`src/rtl/mips_pkg.sv`:
```
// Constants and state encoding shared by the fetch/PC sequencer and the npc block.
package mips_pkg;

    localparam logic [1:0] npc_nml = 2'b00;
    localparam logic [1:0] npc_beq = 2'b01;
    localparam logic [1:0] npc_j   = 2'b10;

    localparam logic [5:0] OP_BEQ  = 6'b000100;
    localparam logic [5:0] OP_J    = 6'b000010;
    localparam logic [5:0] OP_HALT = 6'b111111;

    typedef enum logic [2:0] {
        ST_BOOT,
        ST_FETCH,
        ST_EXEC,
        ST_UPDATE,
        ST_HALT
    } seq_state_t;

endpackage

```
`src/rtl/pc_seq_if.sv`:
```
// Instruction-memory handshake plus the next-PC link between pc_seq and npc.
interface pc_seq_if;
    logic        imem_req;
    logic        imem_ack;
    logic [5:0]  opcode;
    logic [29:0] pc;
    logic [29:0] npc_pc;
    logic [1:0]  nPCOp;
    logic        zero_q;
    logic        start;

    modport master (
        output imem_req, pc, nPCOp, zero_q, start,
        input  imem_ack, opcode, npc_pc
    );

    modport slave (
        input  imem_req, pc, nPCOp, zero_q, start,
        output imem_ack, opcode, npc_pc
    );
endinterface

```
`src/rtl/pc_seq_op_decode.sv`:
```
// Combinational opcode decode: next-PC select and halt detection from the latched opcode.
module op_decode
    import mips_pkg::*;
(
    input  logic [5:0] op_q,
    output logic [1:0] sel,
    output logic       is_halt
);

    always_comb begin
        sel     = npc_nml;
        is_halt = 1'b0;
        case (op_q)
            OP_BEQ:  sel     = npc_beq;
            OP_J:    sel     = npc_j;
            OP_HALT: is_halt = 1'b1;
            default: sel     = npc_nml;
        endcase
    end

endmodule

```
`src/rtl/pc_seq.sv`:
```
// Multi-cycle fetch/PC sequencer: owns the PC, runs the imem handshake and steers npc.
module pc_seq
    import mips_pkg::*;
#(
    parameter logic [29:0] RESET_PC = 30'h0000_0C00
) (
    input  logic        clk,
    input  logic        rst,
    pc_seq_if.master    bus,
    input  logic        stall,
    input  logic        alu_zero,
    output logic        halt,
    output logic [31:0] retired
);

    seq_state_t  state_reg;
    logic [29:0] pc_reg;
    logic [5:0]  op_q_reg;
    logic        imem_req_reg;
    logic [1:0]  npc_op_reg;
    logic        zero_q_reg;
    logic        start_reg;
    logic        halt_reg;
    logic [31:0] retired_reg;

    logic [1:0]  dec_sel;
    logic        dec_is_halt;

    op_decode u_op_decode (
        .op_q    (op_q_reg),
        .sel     (dec_sel),
        .is_halt (dec_is_halt)
    );

    // Outputs are registered alongside the state so each one changes on the
    // same edge that enters the state it belongs to.
    always_ff @(posedge clk) begin
        if (!rst) begin
            state_reg    <= ST_BOOT;
            pc_reg       <= RESET_PC;
            op_q_reg     <= 6'd0;
            imem_req_reg <= 1'b0;
            npc_op_reg   <= npc_nml;
            zero_q_reg   <= 1'b0;
            start_reg    <= 1'b1;
            halt_reg     <= 1'b0;
            retired_reg  <= 32'd0;
        end else begin
            case (state_reg)
                ST_BOOT: begin
                    state_reg    <= ST_FETCH;
                    imem_req_reg <= 1'b1;
                end
                ST_FETCH: begin
                    if (bus.imem_ack) begin
                        op_q_reg     <= bus.opcode;
                        imem_req_reg <= 1'b0;
                        state_reg    <= ST_EXEC;
                    end
                end
                ST_EXEC: begin
                    if (dec_is_halt) begin
                        halt_reg  <= 1'b1;
                        state_reg <= ST_HALT;
                    end else if (!stall) begin
                        zero_q_reg <= alu_zero;
                        npc_op_reg <= dec_sel;
                        start_reg  <= 1'b0;
                        state_reg  <= ST_UPDATE;
                    end
                end
                ST_UPDATE: begin
                    pc_reg       <= bus.npc_pc;
                    retired_reg  <= retired_reg + 32'd1;
                    npc_op_reg   <= npc_nml;
                    start_reg    <= 1'b1;
                    imem_req_reg <= 1'b1;
                    state_reg    <= ST_FETCH;
                end
                ST_HALT: begin
                    state_reg <= ST_HALT;
                end
                default: begin
                    state_reg <= ST_BOOT;
                end
            endcase
        end
    end

    assign bus.imem_req = imem_req_reg;
    assign bus.pc       = pc_reg;
    assign bus.nPCOp    = npc_op_reg;
    assign bus.zero_q   = zero_q_reg;
    assign bus.start    = start_reg;
    assign halt         = halt_reg;
    assign retired      = retired_reg;

endmodule

```
`src/flat_wrapper.sv`:
```
// flat-port wrapper written by rule: the top's interface ports become plain ports
module pc_seq_flat import mips_pkg::*;
#(
    parameter logic [29:0] RESET_PC = 30'h0000_0C00
)
  (clk, rst, stall, alu_zero, halt, retired, bus_imem_req, bus_pc, bus_nPCOp, bus_zero_q, bus_start, bus_imem_ack, bus_opcode, bus_npc_pc);
  pc_seq_if bus_i ();
  input  logic clk;
  input  logic rst;
  input  logic stall;
  input  logic alu_zero;
  output logic halt;
  output logic [31:0] retired;
  output wire logic [$bits(bus_i.imem_req)-1:0] bus_imem_req;
  output wire logic [$bits(bus_i.pc)-1:0] bus_pc;
  output wire logic [$bits(bus_i.nPCOp)-1:0] bus_nPCOp;
  output wire logic [$bits(bus_i.zero_q)-1:0] bus_zero_q;
  output wire logic [$bits(bus_i.start)-1:0] bus_start;
  input wire logic [$bits(bus_i.imem_ack)-1:0] bus_imem_ack;
  input wire logic [$bits(bus_i.opcode)-1:0] bus_opcode;
  input wire logic [$bits(bus_i.npc_pc)-1:0] bus_npc_pc;
  assign bus_imem_req = bus_i.imem_req;
  assign bus_pc = bus_i.pc;
  assign bus_nPCOp = bus_i.nPCOp;
  assign bus_zero_q = bus_i.zero_q;
  assign bus_start = bus_i.start;
  assign bus_i.imem_ack = bus_imem_ack;
  assign bus_i.opcode = bus_opcode;
  assign bus_i.npc_pc = bus_npc_pc;
  pc_seq #(.RESET_PC(RESET_PC)) u_core (.clk(clk), .rst(rst), .bus(bus_i), .stall(stall), .alu_zero(alu_zero), .halt(halt), .retired(retired));
endmodule
```
`config.mk`:
```
export PLATFORM = sky130hd
export DESIGN_NAME = pc_seq_flat
export DESIGN_NICKNAME = d
export VERILOG_FILES = /design/src/rtl/mips_pkg.sv /design/src/rtl/pc_seq_if.sv /design/src/rtl/pc_seq_op_decode.sv /design/src/rtl/pc_seq.sv /design/src/flat_wrapper.sv
export SDC_FILE = /design/constraint.sdc
export NUM_CORES = 1
export LEC_CHECK = 0
export ABC_AREA = 1
export BUFFER_PORTS_ARGS = -buffer_cell sky130_fd_sc_hd__buf_2
export CORE_MARGIN = 4
export CORE_UTILIZATION = 53
export CTS_BUF_LIST = sky130_fd_sc_hd__clkbuf_8
export DETAILED_ROUTE_END_ITERATION = 16
export HOLD_SLACK_MARGIN = 0.05
export PLACE_DENSITY = 0.89
export SYNTH_ARGS = -nofsm -noshare
export SYNTH_HDL_FRONTEND = slang
export SYNTH_SLANG_ARGS = --single-unit
```
`constraint.sdc`:
```
create_clock -name clk -period 1.8 [get_ports clk]
set_input_delay 0.45 -clock clk [delete_from_list [all_inputs] [get_ports clk]]
set_output_delay 0.45 -clock clk [all_outputs]
set_load 0.02 [all_outputs]
```
==> results.rst <==
.. list-table::
   :header-rows: 1

   * - Metric
     - Value
   * - Area of the die
     - 7850 um2
   * - Cell area after synthesis
     - about 3400 um2
   * - Post-DR wirelength/cell
     - roughly 13 um
   * - Nets
     - around 650
   * - Remaining Overflow, GRT
     - 0
   * - Max-slew headroom
     - between 60% and 70%
   * - Highest routing layer actually used
     - met4
   * - DR DRC count
     - 0
   * - Largest register FFs
     - 32
   * - Final setup slack of the worst path
     - between 200 and 250 ps
   * - Setup fix buffers added after clock tree synthesis
     - 0
   * - Synthesized instance count
     - between 400 and 500
   * - DR WL met3
     - around 740 um
   * - TritonCTS clock tree
     - done
   * - Worst Path Max Fanout
     - 10
   * - Number of unique standard cell types used by synthesis
     - 30
   * - Overall die width
     - between 80 and 90 um
   * - Starting Density
     - between 50 and 60%
   * - Worst slack at placement
     - ~270 ps
   * - Inserted Clock Buffers
     - 9
   * - Number of warnings issued by yosys
     - 0
   * - Prevailing post-synth register cell
     - dfxtp_1
   * - Critical Path Sink Type
     - register
   * - Hold buffers post-CTS
     - 0
   * - Largest net degree at the start of global routing
     - 40
   * - Type of the setup path with the least slack
     - register to register
   * - Routability cong.
     - between 0.8 and 0.9
   * - Core area
     - 6314 um2
   * - Clock slew seen by the registers of the worst setup and hold paths
     - about 80 ps
   * - Depth of the most critical reg-to-reg path
     - 9
   * - Post-synth top cells
     - 118 x nor2_1, 94 x nand2_1, 77 x dfxtp_1
   * - Hold_ws
     - 305.2 ps
   * - VDD IR-drop max
     - ~0.00060 V
   * - Antenna violations before repair
     - 0
   * - Antenna cells
     - 0
   * - Portion of the post-synthesis area used by sequential elements
     - 44.77%
   * - Clock root buffer
     - clkbuf_8
   * - Slew Viols, Final
     - 0
   * - Number of buffers added on ports
     - between 100 and 150
   * - Share of the clock period used by the worst path
     - between 80 and 90%
   * - Slew @ Worst Pin
     - between 500 and 600 ps
   * - Vias after detailed routing
     - approximately 3500
   * - Sum Neg Setup Slack
     - 0 ps
   * - H-tree levels
     - 3
   * - First-pass DRT Iterations
     - 5
   * - Biggest area contributors in the synthesized netlist
     - dfxtp_1 45%, nor2_1 13%, nand2_1 10%, o21ai_0 6.8%, inv_1 5.6%
   * - Mean post-synth cell area
     - between 6 and 7 um2
   * - Final setup violation count
     - 0
   * - Met2 routed WL
     - roughly 4000 um
   * - Number of global-route vias before repair
     - 3229
   * - Placed wire-length estimate
     - 6300 um
   * - Placed cells
     - between 600 and 700
   * - Crit path launch type
     - register
   * - Die height
     - 88.60 um
   * - Async S/R FF share, synth
     - 0%
   * - Clock period minus worst slack
     - around 1600 ps
   * - Yosys reg bits
     - 77
   * - Clock latency reported for the late side of the worst-skew pair
     - between 300 and 400 ps
   * - Clock Path Buffers
     - 2
   * - Finished Layout Cells
     - 686
   * - # Max-Cap Violations
     - 0
   * - First-pass GRT wire length
     - approximately 14000 um
   * - Setup skew after layout
     - about 12 ps
   * - Hold depth
     - 3
   * - Sinks on the clock net
     - just under 80
   * - Met1 Wirelength
     - around 3700 um
   * - Via density per instance
     - 5.085
   * - Total track usage
     - 22.51%
   * - Critical Path RT
     - around 2100 ps
   * - Iter 0 DRT Violations
     - around 130
   * - Status
     - finished clean
   * - RSZ-0062 raised after global routing
     - no
   * - Total wire length after detailed routing
     - ~8600 um
   * - Area Overhead vs Synth
     - 24.53%
   * - Number of primary I/O pins
     - 109
   * - Number of fill cells in the layout
     - roughly 550
   * - Library cell with the largest summed area after synthesis
     - dfxtp_1
   * - Floorplan row count
     - 29
   * - Post-CTS resize count
     - 0
   * - Final hold vios
     - 0
   * - Cell with the most instances after synthesis
     - nor2_1
   * - Area share of the largest cell type after synthesis
     - 44.77%
   * - Worst Hold Class
     - input pin to register
   * - Static leakage
     - 1.974 nW
   * - Net Count, Synth
     - 540
   * - Final ANT Viol Nets
     - 0
   * - Share of layout cells above drive strength 1
     - about a quarter
   * - Total power divided by cell area
     - 968.2 nW/um2
   * - Fmax
     - between 0.6 and 0.7 GHz
   * - EDFF count, synth
     - 0
   * - Data arrival, critical path
     - 1850 ps
-- power by group --
group / switching, mW / leakage [nW] / total (mW) / internal (mW)
combinational: 0.415 / 1.23 / 0.644 / 0.229
clock: 0.614 / 0.125 / 1.60 / 0.988
sequential: 0.0751 / 0.624 / 1.91 / 1.83
total: 1.10 / 1.97 / 4.15 / 3.05
-- routing by layer --
layer  track usage (%)  vias up
met3             4.283       12
met2             38.68      130
met4             9.066        0
li1                  -     1786
met5                 0        -
met1             27.72     1560
-- worst max-delay path, stage by stage, from the launching register on --
cell	delay, ps
dfxtp_1	400
ha_1	210
inv_1	80
nor2_4	170
nand2_1	150
nor2_8	210
nand3_1	100
nand2_1	80
nand2_1	40
nor2_1	70
-- placed cells by master (no fill, tap or decap), types with 2 or more instances in the layout --
cell type / count
nand3_2: 2
nor2_1: 118
buf_2: 108
inv_1: 51
nor2_2: 6
dfxtp_1: 77
nor2_8: 2
o21ai_0: 47
bufinv_16: 3
xnor2_1: 2
buf_4: 7
nand2_1: 94
clkbuf_8: 11
nand4_1: 12
or2_2: 2
nand3_1: 28
a21oi_1: 23
nor3_1: 3
nand3_4: 2
-- final cells by class --
type | count | area (um2) | share of cell area [%]
clock inverters | 4 | 95.09 | 2.218
well taps | 77 | 96.34 | 2.247
multi-input cells | 351 | 1619 | 37.76
flip-flops and latches | 77 | 1541 | 35.95
repair buffers | 115 | 593.1 | 13.83
clock buffers | 11 | 151.4 | 3.531
inverters | 51 | 191.4 | 4.465
-- path summary, 6_finish.rpt --
path | startpoint | end | slack [ps]
setup / recovery | u_core.retired[1] | u_core.retired[18] | 230
hold / removal | bus_npc_pc[11] | u_core.bus.pc[11] | 310
setup reg to reg | u_core.retired[1] | u_core.retired[18] | 230
hold reg to reg | u_core.halt | u_core.halt | 470
-- through the flow --
step / total power, mW / util [%] / instance area [um2]
final: 4.152 / 67.92 / 4288
after global routing: 4.341 / 67.92 / 4288
after CTS: 4.180 / 67.92 / 4288
after detailed placement: 2.589 / 64.01 / 4041
after global placement: 2.567 / 64.01 / 4041
after floorplan: 2.378 / - / 3443
-- cells by family after synthesis --
group | Yosys count | synth area share, %
AND/OR/NAND/NOR | 274 | 35.10
flip-flops | 77 | 44.77
AO/OA/AOI/OAI | 73 | 10.79
buffers and inverters | 70 | 8.212
XOR/XNOR | 3 | 0.7632
adder cells (fa/ha/maj) | 1 | 0.3633
No activity file was read; power rests on OpenSTA's default activity.
